`config.mk`:
```
export PLATFORM = sky130hd
export DESIGN_NAME = uart_tx_fifo
export DESIGN_NICKNAME = d
export VERILOG_FILES = /design/src/rtl/uart_defs.sv /design/src/rtl/sync_byte_fifo.sv /design/src/rtl/uart_tx_fifo.sv
export SDC_FILE = /design/constraint.sdc
export NUM_CORES = 1
export LEC_CHECK = 0
export CORE_MARGIN = 3
export CORE_UTILIZATION = 40
export CTS_CLUSTER_DIAMETER = 150
export DETAILED_ROUTE_END_ITERATION = 12
export HOLD_SLACK_MARGIN = 0.1
export SYNTH_ARGS = -nofsm -noshare
export SYNTH_HDL_FRONTEND = slang
export SYNTH_HIERARCHICAL = 1
export SYNTH_SLANG_ARGS = --single-unit
```
`constraint.sdc`:
```
create_clock -name clk -period 3.47 [get_ports clk]
set_input_delay 0.347 -clock clk [delete_from_list [all_inputs] [get_ports clk]]
set_output_delay 0.347 -clock clk [all_outputs]
set_load 0.05 [all_outputs]
```
`src/rtl/uart_defs.sv`:
```
// Shared UART character and width constants for the transmit path.
package uart_defs;
    localparam int          UART_DW      = 8;
    localparam logic [7:0]  UART_CHAR_CR = 8'h0D;
    localparam logic [7:0]  UART_CHAR_LF = 8'h0A;
endpackage

```
`src/rtl/sync_byte_fifo.sv`:
```
// Generic DEPTH x byte synchronous FIFO with occupancy count; flush and rst clear it.
// Latency: write visible at head one cycle after push (no fall-through).
// Backpressure: push ignored when full, pop ignored when empty.
module sync_byte_fifo
    import uart_defs::*;
#(
    parameter int DEPTH = 16,
    parameter int AW    = $clog2(DEPTH)
) (
    input  logic               clk,
    input  logic               rst,
    input  logic               push,
    input  logic               pop,
    input  logic               flush,
    input  logic [UART_DW-1:0] wr_data,
    output logic [UART_DW-1:0] head,
    output logic [AW:0]        level,
    output logic               full,
    output logic               empty
);
    logic [UART_DW-1:0] mem [DEPTH];
    logic [AW-1:0]      wr_ptr;
    logic [AW-1:0]      rd_ptr;
    logic               do_push;
    logic               do_pop;

    assign do_push = push && !full;
    assign do_pop  = pop && !empty;
    assign empty   = (level == '0);
    assign full    = (level == (AW+1)'(DEPTH));
    assign head    = mem[rd_ptr];

    always_ff @(posedge clk) begin
        if (rst || flush) begin
            wr_ptr <= '0;
            rd_ptr <= '0;
            level  <= '0;
        end else begin
            if (do_push) wr_ptr <= wr_ptr + AW'(1);
            if (do_pop)  rd_ptr <= rd_ptr + AW'(1);
            level <= level + (AW+1)'(do_push) - (AW+1)'(do_pop);
        end
    end

    // Storage is deliberately not reset; head is qualified by empty downstream.
    always_ff @(posedge clk) begin
        if (do_push && !rst && !flush) mem[wr_ptr] <= wr_data;
    end
endmodule

```
`src/rtl/uart_tx_fifo.sv`:
```
// Byte FIFO feeding simpleuart's data-register port; optional LF->CRLF via UART_TX_FIFO_CRLF_EN.
// Latency: pushed byte drives uart_we one cycle later; held stable until !uart_wait.
// Backpressure: in_ready drops when full, flushing or in reset.
module uart_tx_fifo
    import uart_defs::*;
#(
    parameter int DEPTH = 16,
    parameter int AW    = $clog2(DEPTH)
) (
    input  logic        clk,
    input  logic        rst,
    input  logic        flush,
    input  logic        in_valid,
    input  logic [7:0]  in_data,
    output logic        in_ready,
    output logic        uart_we,
    output logic [31:0] uart_di,
    input  logic        uart_wait,
    output logic [AW:0] level,
    output logic        empty,
    output logic        full
);
    logic               push;
    logic               pop;
    logic               accept;
    logic [UART_DW-1:0] head;
    logic [UART_DW-1:0] tx_byte;

    assign in_ready = !full && !flush && !rst;
    assign push     = in_valid && in_ready;
    assign uart_we  = !empty;
    assign accept   = uart_we && !uart_wait;
    assign uart_di  = empty ? 32'h0 : {24'h0, tx_byte};

`ifdef UART_TX_FIFO_CRLF_EN
    logic cr_done;
    logic send_cr;

    // An LF head is sent twice on the wire: first as CR (entry kept), then as LF (popped).
    assign send_cr = (head == UART_CHAR_LF) && !cr_done;
    assign tx_byte = send_cr ? UART_CHAR_CR : head;
    assign pop     = accept && !send_cr;

    always_ff @(posedge clk) begin
        if (rst || flush)  cr_done <= 1'b0;
        else if (accept)   cr_done <= send_cr;
    end
`else
    assign tx_byte = head;
    assign pop     = accept;
`endif

    sync_byte_fifo #(
        .DEPTH (DEPTH),
        .AW    (AW)
    ) u_fifo (
        .clk     (clk),
        .rst     (rst),
        .push    (push),
        .pop     (pop),
        .flush   (flush),
        .wr_data (in_data),
        .head    (head),
        .level   (level),
        .full    (full),
        .empty   (empty)
    );
endmodule
```
==> metrics.txt, run 1 <==
I/O pins=54; mapped cell area=between 6000 and 7000 um^2; CTS Buffer Depth=2; Slew Limit Fails=0; GRT Overall Usage=15.2%; CTS clock-pin slew for the worst setup and hold paths=0.06 ns; Root Buffer=clkbuf_16; Mapped Cells=between 300 and 400; Tmin final=3.22 ns; distinct cell type count after synthesis=34; leak pwr=2.36 nW; CP startpoint kind=register; register area share after synthesis=~69%; Final Skew=around 0.0094 ns; final core occ=48.4%; post-synthesis register bit count=approximately 150; peak supply drop=0.000381 V; layout cell share with drive strength beyond 1=between 10% and 20%; Detail Placement HPWL=about 7500 um; largest net degree at the start of global routing=33; CTS tree=built; PortBufs=29; initial antenna violation count=0; Core Box Area=around 15000 um^2; Syn Area/Cell=17.5 um^2; vias in the first global route=3257; starting density of the core=41.3%; total CTS buffers=17; Remaining DRCs=0; Die W=about 130 um; Yosys warning count=6; Hold-fix buffers, CTS=0; synth-to-layout area growth=17.4%; fmax=310 MHz; footprint of the multi-input gates=1630 um^2; Setup crit end kind=primary output; 1st-pass router iterations=4; placed cells=around 570; Vias=3031; RD Place Congestion=between 0.7 and 0.8; critical path required time=between 3 and 4 ns; CTS Sinks=approximately 150; 1st-iter DRT viols=301; fin nets=approximately 430; relative slew slack=55.9%; count of final hold-check violations=0; GR Overflow Total=0; Die Y=129 um; Worst-Margin Slew=0.659 ns; RSZ-0062 raised after global routing=no; Finished Layout Cells=between 500 and 600; Post-synth EDFFs=128; Placed Area=6570 um^2; Top FF cell, synth=edfxtp_1; Routed WL per cell=19.4 um; PwrDens=512 nW/um^2; Post-DRT Antenna Nets=0; MaxCap Viol Count=0; CP max FO=32; DR vias/cell=5.06; Hold Crit Class=reg2reg; num rows=44; DRT Wirelength=11600 um; Clock Latency Late Sink=roughly 0.42 ns; first-pass GRT wire length=18100 um; Synth async-reset ratio=0%; Fillers=about 1200; Reg area=4200 um^2; H-tree depth=4; period utilisation layout=92.8%; Hold WS=between 0.5 and 0.6 ns; Final Setup Violations=0; CP Class=reg2out; die area=between 15000 and 20000 um^2; worst endpoint data arrival time=2.87 ns; setup TNS=0 ns; Finished Cell Area=7090 um^2; status=complete, no violations; n_diodes=0
-- flip-flops by register name (all words and copies together), names as in the netlist, named ones only --
signal         count
u_fifo/mem       128
u_fifo/level       5
u_fifo/rd_ptr      4
u_fifo/wr_ptr      4
-- report_power, final --
part | total, mW | switching (mW) | leakage, nW | internal, mW
registers | 1.90 | 0.00131 | 1.29 | 1.90
logic | 0.142 | 0.113 | 0.829 | 0.0295
clock network | 1.59 | 0.683 | 0.241 | 0.905
total | 3.63 | 0.797 | 2.36 | 2.83
-- critical path: stages, from the launching register on --
cell             delay (ns)
dfxtp_2                0.34
buf_12                 0.26
mux4_1                 0.60
a22oi_1                0.30
nand2_1                0.10
nor2b_1                0.15
clkdlybuf4s50_1        0.70
-- placed cells by master (no fill, tap or decap), types with 10 or more instances in the layout --
| cell | n |
|---|---|
| dfxtp_1 | 12 |
| buf_4 | 20 |
| clkbuf_16 | 17 |
| mux4_2 | 18 |
| nand2_1 | 17 |
| nor2_1 | 29 |
| ha_1 | 11 |
| mux4_1 | 14 |
| edfxtp_1 | 128 |
| clkdlybuf4s50_1 | 29 |
| inv_1 | 10 |
| conb_1 | 24 |
| a22oi_1 | 16 |
-- final timing paths --
kind | start | to | slack (ns) | cells after the start
max | register | uart_di[4] | 0.25 | 6
min | u_fifo/wr_ptr[1] | u_fifo/wr_ptr[1] | 0.51 | 2
max reg2reg | u_fifo/level[2] | u_fifo/level[4] | 0.26 | 15
min reg2reg | u_fifo/wr_ptr[1] | u_fifo/wr_ptr[1] | 0.51 | 2
-- cell usage after synthesis, drive strengths merged, types with 2 or more instances --
cell           number  area (um^2)
edfxtp            128         3840
mux4               32          773
buf                31          235
nor2               29          109
dfxtp              17          340
nand2              17         63.8
a22oi              16          120
inv                12         45.0
ha                 11          138
nor2b               9         56.3
a21oi               6         30.0
nand3               5         25.0
xor2                5         43.8
and2                4         25.0
clkdlybuf4s25       3         30.0
xnor2               3         26.3
and3                2         12.5
clkbuf              2         7.51
or2                 2         12.5
or3                 2         12.5
-- cell type report --
class / count / share of cell area [%]
sequential: 145 / 59.1
multi-input combinational: 176 / 23.0
timing repair buffer: 50 / 6.49
clock buffer: 18 / 6.05
tap: 184 / 3.25
clock inverter: 14 / 1.32
inverter: 12 / 0.741
-- logic make-up after synthesis --
family | Yosys count | share of synthesized area (%)
buf+inv | 48 | 5.26
xor+xnor | 8 | 1.16
compound gates | 25 | 2.84
fa+ha+maj | 12 | 2.61
simple gates | 75 | 6.05
flops | 145 | 69.2
other cells | 1 | 0.0621
mux | 32 | 12.8
-- routing by layer --
| metal | global-route usage [%] | vias to the layer above | wire, um |
|---|---|---|---|
| li1 | - | 1403 | - |
| met1 | 18.9 | 1545 | 5180 |
| met2 | 24.8 | 73 | 5710 |
| met3 | 4.69 | 10 | 599 |
| met4 | 6.11 | 0 | 151 |
| met5 | 0 | - | 0 |
-- stage by stage --
| stage | total power, mW | worst slack, ns |
|---|---|---|
| 2_1_floorplan | 2.05 | 0.0149 |
| 3_3_place_gp | 2.07 | 0.375 |
| 3_5_place_dp | 2.08 | 0.239 |
| 4_1_cts | 3.67 | 0.220 |
| 5_1_grt | 3.76 | 0.000530 |
| 6_report | 3.63 | 0.249 |
-- what timing repair did --
| item | 4_1_cts | 5_1_grt |
|---|---|---|
| resized for setup | 0 | 1 |
| buffers inserted | 0 | 0 |
| endpoints found under the setup margin | 0 | 1 |
No activity file was read; power rests on OpenSTA's default activity.
==> inputs of run 2 (changes only) <==
Settings changed: RECOVER_POWER set to 50.
==> run 2 against run 1 <==
  * Clock power hardly changed
  * Final area hardly changed
  * Worst setup slack better by 0.00054 ns
  * Critical endpoint unchanged
==> metrics.txt, run 2 (synthesized netlist as in run 1, its figures left out) <==
peak supply drop=0.000381 V (about the same); Hold-fix buffers, CTS=0 (unchanged); post-CTS sizing=0 (unchanged); layout cell share with drive strength beyond 1=18.8% (-0.24 points); Post-DRT Antenna Nets=0 (unchanged); n_diodes=0 (unchanged); status=complete, no violations; largest net degree at the start of global routing=33 (unchanged); count of final hold-check violations=0 (unchanged); Die W=129 um (unchanged); period utilisation layout=92.8% (about the same); largest register by flop count=u_fifo/mem; PwrDens=511 nW/um^2 (about the same); initial antenna violation count=0 (unchanged); placed cells=567 (unchanged); RSZ-0062 raised after global routing=no; biggest registers after layout=u_fifo/mem (128), u_fifo/level (5); final core occ=48.4% (about the same); DRT Wirelength=11600 um (about the same); Routed WL per cell=19.4 um (about the same); Setup crit end kind=primary output; synth-to-layout area growth=17.3% (about the same); GRT Overall Usage=15.2% (unchanged); Switch Pwr=0.796 mW (-0.15%); die area=16600 um^2 (unchanged); met3 wire len=575 um (-4.0%); Fillers=1235 (-0.081%); DR vias/cell=5.06 (about the same); Sw Ratio=22.0% (about the same); critical path required time=3.12 ns (about the same); CP startpoint kind=register; Largest register FFs=128 (unchanged); starting density of the core=41.3% (unchanged); CP Buf/Inv Count=2 (unchanged); footprint of the multi-input gates=1630 um^2 (unchanged); Final Skew=0.00950 ns (+0.0000743 ns); Clock Latency Late Sink=0.42 ns (about the same); H-tree depth=4 (unchanged); Final Setup Violations=0 (unchanged); clock power share=43.8% (about the same); RD Place Congestion=0.789 (unchanged); Tmin final=3.22 ns (-0.000537 ns); Root Buffer=clkbuf_16; commonest non-fill, non-tap cell in the layout=edfxtp_1; CTS tree=built; CTS clock-pin slew for the worst setup and hold paths=0.06 ns (about the same); DR top layer=met4; CTS Sinks=145 (unchanged); Slowest-stage cell, CP=clkdlybuf4s50_1; CTS Buffer Depth=2 (unchanged); Gate power share=3.8% (about the same); Max stage delay on crit path=0.70 ns (about the same); 1st-iter DRT viols=283 (-6.0%); Core Box Area=14600 um^2 (unchanged); CP max FO=32 (unchanged); Top Family by Delay on Critical Path=buffers and inverters; relative slew slack=56.4% (+0.48 points); fmax=311 MHz (about the same); leak pwr=2.38 nW (+0.66%); 1st-pass router iterations=4 (unchanged); num rows=44 (unchanged); Hold Crit Class=reg2reg; worst endpoint data arrival time=2.87 ns (about the same); fin nets=427 (unchanged); vias in the first global route=3257 (unchanged); I/O pins=54 (unchanged); first-pass GRT wire length=18100 um (unchanged); CP Class=reg2out; postcts setup bufs=0 (unchanged); Remaining DRCs=0 (unchanged); GR Overflow Total=0 (unchanged); PortBufs=29 (unchanged); Worst-Margin Slew=0.652 ns (-0.00716 ns); commonest non-fill, non-tap cells in the layout=128 x edfxtp_1, 29 x nor2_1, 24 x conb_1; Met2 Wirelength=5730 um (+0.42%); setup TNS=0 ns (unchanged); wl on met1=5180 um (about the same); Reg area=4200 um^2 (unchanged); Hold WS=0.514 ns (-0.0000590 ns); total CTS buffers=17 (unchanged); Sequential Power Share=52.4% (about the same); Vias=3030 (-0.033%); Die Y=129 um (unchanged); Slew Limit Fails=0 (unchanged); MaxCap Viol Count=0 (unchanged); cell-internal power=2.83 mW (about the same); crit-path cells=buf_12, mux4_1, a22oi_1, nand2_1, nor2b_1, clkdlybuf4s50_1; Finished Layout Cells=599 (unchanged); Detail Placement HPWL=7510 um (unchanged)
==> run 2: cell type report <==
class	instances	share of cell area, %
flip-flops and latches	145	59.2
multi-input cells	176	23.0
repair buffers	50	6.44
clock buffers	18	6.06
well taps	184	3.25
clock inverters	14	1.32
inverters	12	0.706
==> run 2: layer usage <==
| layer | vias to the layer above | GRT usage (%) |
|---|---|---|
| met4 | 0 | 6.11 |
| met3 | 10 | 4.69 |
| li1 | 1403 | - |
| met2 | 71 | 24.8 |
| met5 | - | 0 |
| met1 | 1546 | 18.9 |
==> run 2: path summary, 6_finish.rpt <==
| check | from | endpoint | cells past startpoint | slack (ns) |
|---|---|---|---|---|
| worst min-delay path | u_fifo/wr_ptr[1] | u_fifo/wr_ptr[1] | 2 | 0.51 |
| worst max register to register | u_fifo/level[2] | u_fifo/level[4] | 15 | 0.27 |
| worst max-delay path | register | uart_di[4] | 6 | 0.25 |
| worst min register to register | u_fifo/wr_ptr[1] | u_fifo/wr_ptr[1] | 2 | 0.51 |
==> run 2: per-stage QoR <==
step	power [mW]	setup slack, ns	instance area (um^2)
2_1_floorplan	2.05	0.0149	6150
3_3_place_gp	2.07	0.375	6570
3_5_place_dp	2.08	0.239	6570
4_1_cts	3.67	0.220	7090
5_1_grt	3.75	0.00615	7090
6_report	3.62	0.250	7090
==> run 2: worst min-delay path: stages, from the launching register on <==
cell and delay, ns:
dfxtp_1 0.34, nand2_1 0.07, a21oi_1 0.05
==> run 2: power groups by stage <==
stage               clock network, mW  logic (mW)  registers (mW)
finish                           1.59       0.139            1.90
global route                     1.71       0.149            1.90
CTS                              1.62       0.142            1.90
detailed placement                  0       0.142            1.94
global placement                    0       0.139            1.94
floorplan                           0       0.111            1.94
